## src/rtl/multicycle_sequencer.sv

```systemverilog
// multicycle_sequencer: Moore control FSM that steps a 16-bit multicycle
// datapath through fetch, decode, execute, memory and writeback states.
//
// Ports:
//   Clock, Reset     - clock; synchronous active-high reset to FETCH
//   Opcode[3:0]      - IR[15:12] from the registered instruction
//   Zero             - ALU zero flag (acted on by the datapath via PCWriteCond)
//   MemReady         - data memory completion, qualifies MEM_RD / MEM_WR
//   PCWrite, PCWriteCond, IRWrite, RegDst, ALUSrc, ALUOp[1:0], Shift,
//   MemRead, MemWrite, MemToReg, RegWrite - datapath control vocabulary
//   Retire           - one-cycle pulse on the last cycle of an instruction
//   Illegal          - high while parked in TRAP
//   State[3:0]       - current state code for debug
//
// Optional build macro SEQ_PERF_CNT_EN adds InstrCount[15:0] and
// CycleCount[15:0] performance counters.

module multicycle_sequencer #(
    parameter logic [3:0] RESET_STATE = 4'd0
) (
    input  logic        Clock,
    input  logic        Reset,
    input  logic [3:0]  Opcode,
    input  logic        Zero,
    input  logic        MemReady,
    output logic        PCWrite,
    output logic        PCWriteCond,
    output logic        IRWrite,
    output logic        RegDst,
    output logic        ALUSrc,
    output logic [1:0]  ALUOp,
    output logic        Shift,
    output logic        MemRead,
    output logic        MemWrite,
    output logic        MemToReg,
    output logic        RegWrite,
    output logic        Retire,
    output logic        Illegal,
    output logic [3:0]  State
`ifdef SEQ_PERF_CNT_EN
    ,
    output logic [15:0] InstrCount,
    output logic [15:0] CycleCount
`endif
);

    localparam logic [3:0] S_FETCH    = 4'd0;
    localparam logic [3:0] S_DECODE   = 4'd1;
    localparam logic [3:0] S_EXEC_R   = 4'd2;
    localparam logic [3:0] S_EXEC_SH  = 4'd3;
    localparam logic [3:0] S_EXEC_I   = 4'd4;
    localparam logic [3:0] S_MEM_ADDR = 4'd5;
    localparam logic [3:0] S_MEM_RD   = 4'd6;
    localparam logic [3:0] S_MEM_WB   = 4'd7;
    localparam logic [3:0] S_MEM_WR   = 4'd8;
    localparam logic [3:0] S_BRANCH   = 4'd9;
    localparam logic [3:0] S_WB_ALU   = 4'd10;
    localparam logic [3:0] S_TRAP     = 4'd15;

    logic [3:0] state_q;
    logic [3:0] state_d;

    // The branch decision is made by the datapath gating PCWriteCond with
    // Zero, so the sequencer itself never needs the flag.
    logic unused_zero;
    assign unused_zero = Zero;

    always_ff @(posedge Clock) begin
        if (Reset) begin
            state_q <= RESET_STATE;
        end else begin
            state_q <= state_d;
        end
    end

    always_comb begin
        state_d = state_q;
        unique case (state_q)
            S_FETCH: state_d = S_DECODE;
            S_DECODE: begin
                case (Opcode)
                    4'b0000, 4'b0001:          state_d = S_EXEC_R;
                    4'b0010:                   state_d = S_EXEC_SH;
                    4'b1001, 4'b1010, 4'b1011: state_d = S_EXEC_I;
                    4'b1100, 4'b1101:          state_d = S_MEM_ADDR;
                    4'b1111:                   state_d = S_BRANCH;
                    default:                   state_d = S_TRAP;
                endcase
            end
            S_EXEC_R:   state_d = S_WB_ALU;
            S_EXEC_SH:  state_d = S_WB_ALU;
            S_EXEC_I:   state_d = S_WB_ALU;
            S_WB_ALU:   state_d = S_FETCH;
            S_MEM_ADDR: begin
                state_d = (Opcode == 4'b1100) ? S_MEM_RD : S_MEM_WR;
            end
            S_MEM_RD:   state_d = MemReady ? S_MEM_WB : S_MEM_RD;
            S_MEM_WB:   state_d = S_FETCH;
            S_MEM_WR:   state_d = MemReady ? S_FETCH : S_MEM_WR;
            S_BRANCH:   state_d = S_FETCH;
            S_TRAP:     state_d = S_TRAP;
            // Unused codes can only come from corruption; park in TRAP.
            default:    state_d = S_TRAP;
        endcase
    end

    // Everything, including State, reads as zero while Reset is high so a
    // reset landing mid-instruction cannot commit any write.
    always_comb begin
        PCWrite     = 1'b0;
        PCWriteCond = 1'b0;
        IRWrite     = 1'b0;
        RegDst      = 1'b0;
        ALUSrc      = 1'b0;
        ALUOp       = 2'b00;
        Shift       = 1'b0;
        MemRead     = 1'b0;
        MemWrite    = 1'b0;
        MemToReg    = 1'b0;
        RegWrite    = 1'b0;
        Retire      = 1'b0;
        Illegal     = 1'b0;
        State       = 4'd0;
        if (!Reset) begin
            State = state_q;
            unique case (state_q)
                S_FETCH: begin
                    IRWrite = 1'b1;
                    PCWrite = 1'b1;
                end
                S_EXEC_R: begin
                    ALUOp = 2'b10;
                end
                S_EXEC_SH: begin
                    Shift = 1'b1;
                    ALUOp = 2'b10;
                end
                S_EXEC_I: begin
                    ALUOp  = 2'b11;
                    ALUSrc = 1'b1;
                end
                S_WB_ALU: begin
                    RegWrite = 1'b1;
                    Retire   = 1'b1;
                    RegDst   = (Opcode == 4'b0000) ||
                               (Opcode == 4'b0001) ||
                               (Opcode == 4'b0010);
                    // Keep the shifter result on the writeback bus.
                    Shift    = (Opcode == 4'b0010);
                end
                S_MEM_ADDR: begin
                    ALUSrc = 1'b1;
                end
                S_MEM_RD: begin
                    MemRead = 1'b1;
                    ALUSrc  = 1'b1;
                end
                S_MEM_WB: begin
                    RegWrite = 1'b1;
                    MemToReg = 1'b1;
                    Retire   = 1'b1;
                end
                S_MEM_WR: begin
                    MemWrite = 1'b1;
                    ALUSrc   = 1'b1;
                    // A store completes in the cycle memory accepts it.
                    Retire   = MemReady;
                end
                S_BRANCH: begin
                    ALUOp       = 2'b01;
                    PCWriteCond = 1'b1;
                    Retire      = 1'b1;
                end
                S_TRAP: begin
                    Illegal = 1'b1;
                end
                default: begin
                end
            endcase
        end
    end

`ifdef SEQ_PERF_CNT_EN
    logic [15:0] instr_cnt_q;
    logic [15:0] instr_cnt_d;
    logic [15:0] cycle_cnt_q;
    logic [15:0] cycle_cnt_d;

    always_comb begin
        cycle_cnt_d = cycle_cnt_q + 16'd1;
        instr_cnt_d = instr_cnt_q + {15'd0, Retire};
    end

    always_ff @(posedge Clock) begin
        if (Reset) begin
            cycle_cnt_q <= 16'd0;
            instr_cnt_q <= 16'd0;
        end else begin
            cycle_cnt_q <= cycle_cnt_d;
            instr_cnt_q <= instr_cnt_d;
        end
    end

    assign InstrCount = instr_cnt_q;
    assign CycleCount = cycle_cnt_q;
`endif

endmodule
```

## config.mk

```make
export PLATFORM = sky130hd
export DESIGN_NAME = multicycle_sequencer
export DESIGN_NICKNAME = d
export VERILOG_FILES = /design/src/rtl/multicycle_sequencer.sv
export SDC_FILE = /design/constraint.sdc
export NUM_CORES = 1
export LEC_CHECK = 0
export BUFFER_PORTS_ARGS = -buffer_cell sky130_fd_sc_hd__buf_2
export CAP_MARGIN = 15
export CORE_UTILIZATION = 33
export CTS_CLUSTER_DIAMETER = 60
export DETAILED_ROUTE_END_ITERATION = 10
export HOLD_SLACK_MARGIN = 0.02
export PLACE_DENSITY_LB_ADDON = 0.1
export SLEW_MARGIN = 20
export SYNTH_ARGS = -nofsm -noshare
export SYNTH_HDL_FRONTEND = slang
export SYNTH_SLANG_ARGS = --single-unit
export TNS_END_PERCENT = 5
```

## constraint.sdc

```tcl
create_clock -name Clock -period 1.85 [get_ports Clock]
set_input_delay 0.37 -clock Clock [delete_from_list [all_inputs] [get_ports Clock]]
set_output_delay 0.37 -clock Clock [all_outputs]
set_load 0.01 [all_outputs]
```

==> results.json <==
{
  "outcome": "finished, violations left",
  "violations": "negative setup slack",
  "first_iter_violations": 32,
  "synthToLayoutAreaGrowth_pct": 34.2,
  "grt_use_total_pct": 18.1,
  "synthCells": 88,
  "grt_pass1_vias": 608,
  "r2r_end": "state_q[3]",
  "finish.utilization_pct": 49.5,
  "setup-violations-final": 1,
  "min_path_cells": 3,
  "power_w": 0.000925,
  "clock_path_buffers": 2,
  "cts.clk_slew.worst_paths_ps": 40,
  "grt_overflow": 0,
  "htreeDepth": 1,
  "routed_wl_mm": 1.59,
  "regMostFlops": "state_q",
  "nets": 122,
  "slew_headroom_pct": 71.6,
  "gp_congestion": 0.791,
  "synth-seq-area-share_pct": 13.8,
  "die_w_um": 44.0,
  "regToRegSetupSlack_ps": 540,
  "drc_errors": 0,
  "fillCellCount": 178,
  "timing.fmax_ghz": 0.525,
  "grt_max_degree": 18,
  "synth_area_per_cell_um2": 6.61,
  "cp_data_required_time_ps": 1480,
  "ant_nets": 0,
  "drv_cap": 0,
  "drive_above_1_share_pct": 38.4,
  "numPortBuffers": 24,
  "clk_latency_ps": 230,
  "die_h_um": 44.0,
  "fin_skew_ps": 1.74,
  "ys_async_sr_fraction_pct": 0,
  "syn-cell-area_um2": 582,
  "path_class": "register to output pin",
  "synth-edff-count": 0,
  "io_pins": 26,
  "powerDensity_mw_per_mm2": 1180,
  "yosys.cell_types.count": 36,
  "hold_path_class": "input pin to register",
  "largest_register_ffs": 4,
  "cts_sinks": 4,
  "ys_warn_count": 0,
  "start_kind": "register",
  "ys.flop_type": "dfxtp_1",
  "antenna_found_initial": 0,
  "min_from": "Reset",
  "antenna_cells": 0,
  "fin_crit_ps": 1900,
  "cp.arrival_ps": 1530,
  "worst_slew_pin_slew_ps": 421,
  "rows": 14,
  "power.leakage_nw": 0.360,
  "finalCritPeriodShare_pct": 103,
  "setup_slack_ps": -53.9,
  "hpwl_mm": 1.17,
  "whs_endpoint": "state_q[0]",
  "die-area_mm2": 0.00194,
  "r2r-start": "state_q[3]",
  "design_area_um2": 781,
  "pre_cts_ws_ps": 102,
  "peakVddDrop_uv": 754,
  "dpl_cell_area_um2": 722,
  "timing.setup.tns_ps": -53.9,
  "top_regs": "state_q x4",
  "cts_buffers": 3,
  "slew_viol_final": 0,
  "cp-end-kind": "output pin",
  "ff2ff_path_depth": 4,
  "grt_pass1_wl_mm": 2.67,
  "hold_buffers": 0,
  "hold_violations": 0,
  "rsz0062_at_grt": "true",
  "fp.coreArea_mm2": 0.00158,
  "cts_tree": "built",
  "crit_path_max_fanout": 2,
  "syn_nets": 96,
  "num_vias": 720,
  "first_pass_iters": 4,
  "post_drt_wl_per_cell_um": 12.4,
  "start_util_pct": 36.9,
  "root_buffer": "clkbuf_4",
  "ys_ff_latch": 4,
  "viasPerCell": 5.63
}
synth_stat cells (2+ instances only):
| cell type | instances | area (µm²) |
|---|---|---|
| buf_2 | 2 | 10.0 |
| o22ai_1 | 2 | 12.5 |
| a21oi_1 | 3 | 15.0 |
| o21ai_0 | 6 | 30.0 |
| nand3b_1 | 2 | 15.0 |
| nor2_1 | 7 | 26.3 |
| nand2b_1 | 4 | 25.0 |
| inv_1 | 4 | 15.0 |
| nor3_1 | 8 | 40.0 |
| nor2b_1 | 5 | 31.3 |
| a31oi_1 | 2 | 12.5 |
| nand4_1 | 2 | 12.5 |
| o21a_1 | 2 | 15.0 |
| clkbuf_1 | 6 | 22.5 |
| nand2_1 | 7 | 26.3 |
| dfxtp_1 | 4 | 80.1 |
| nand2b_4 | 2 | 27.5 |
| or3_1 | 2 | 12.5 |
critical path, stage by stage, from the launching register on:
cell and delay, ps:
dfxtp_1 300, nand2b_4 140, or3_4 360, nand2b_4 150, o32ai_2 180, buf_2 160
repair_timing:
item | in CTS | in global routing
gates resized for setup | 2 | 6
endpoints found under the hold margin | 0 | 0
pin swaps | 0 | 0
buffers inserted | 1 | 0
setup endpoints to repair | 4 | 6
how the worst max path moves through the flow:
stage / from / end / slack (ps)
floorplan: Reset / Shift / 160
global placement: Reset / Shift / 130
detailed placement: Reset / Shift / 100
CTS: state_q[2] / Shift / -90
global route: state_q[2] / Shift / -120
finish: state_q[2] / Shift / -50
kinds of logic after synthesis:
| family | count (synthesis) | synth area share, % |
|---|---|---|
| AO/OA/AOI/OAI | 22 | 25.8 |
| multiplexers | 1 | 1.72 |
| AND/OR/NAND/NOR | 46 | 46.9 |
| XOR/XNOR | 1 | 1.51 |
| flip-flops | 4 | 13.8 |
| buffers and inverters | 14 | 10.3 |
report_power, final:
part	internal, W	leakage [nW]	switching (W)
combinational	0.000295	0.313	0.000385
sequential	0.000122	0.0331	0.0000191
clock	0.0000723	0.0138	0.0000313
through the flow:
step	hold WS (ps)	instances
after floorplan	611	88
after global placement	675	124
after detailed placement	688	124
after CTS	546	128
after global routing	593	128
final	566	128
placed cells by master (no fill, tap or decap), types with 2 or more instances in the layout:
cell and n:
buf_2 24, nor3_1 7, nor2_1 7, nand2_1 6, o21ai_0 6, buf_4 6
nor2b_1 5, dfxtp_1 4, nand2b_4 3, inv_1 3, nand2b_1 3, a21oi_1 3
clkbuf_4 3, o22ai_1 2, nand4_1 2, a31oi_1 2, nand3b_1 2, o21a_1 2
layout make-up:
class | instances | area [µm²] | share of cell area [%]
well taps | 16 | 20.0 | 2.56
multi-input cells | 70 | 467 | 59.8
clock buffers | 3 | 22.5 | 2.88
repair buffers | 31 | 176 | 22.6
flip-flops and latches | 4 | 80.1 | 10.3
inverters | 4 | 15.0 | 1.92
metal layers:
metal	vias to the layer above	part of all wire, %	global-route usage (%)
met2	23	46	27.8
met3	2	4.1	0
met1	331	49	26.1
met5	-	0	0
li1	364	-	-
met4	0	0.88	9.09
Power figures use the tool's default switching activity.
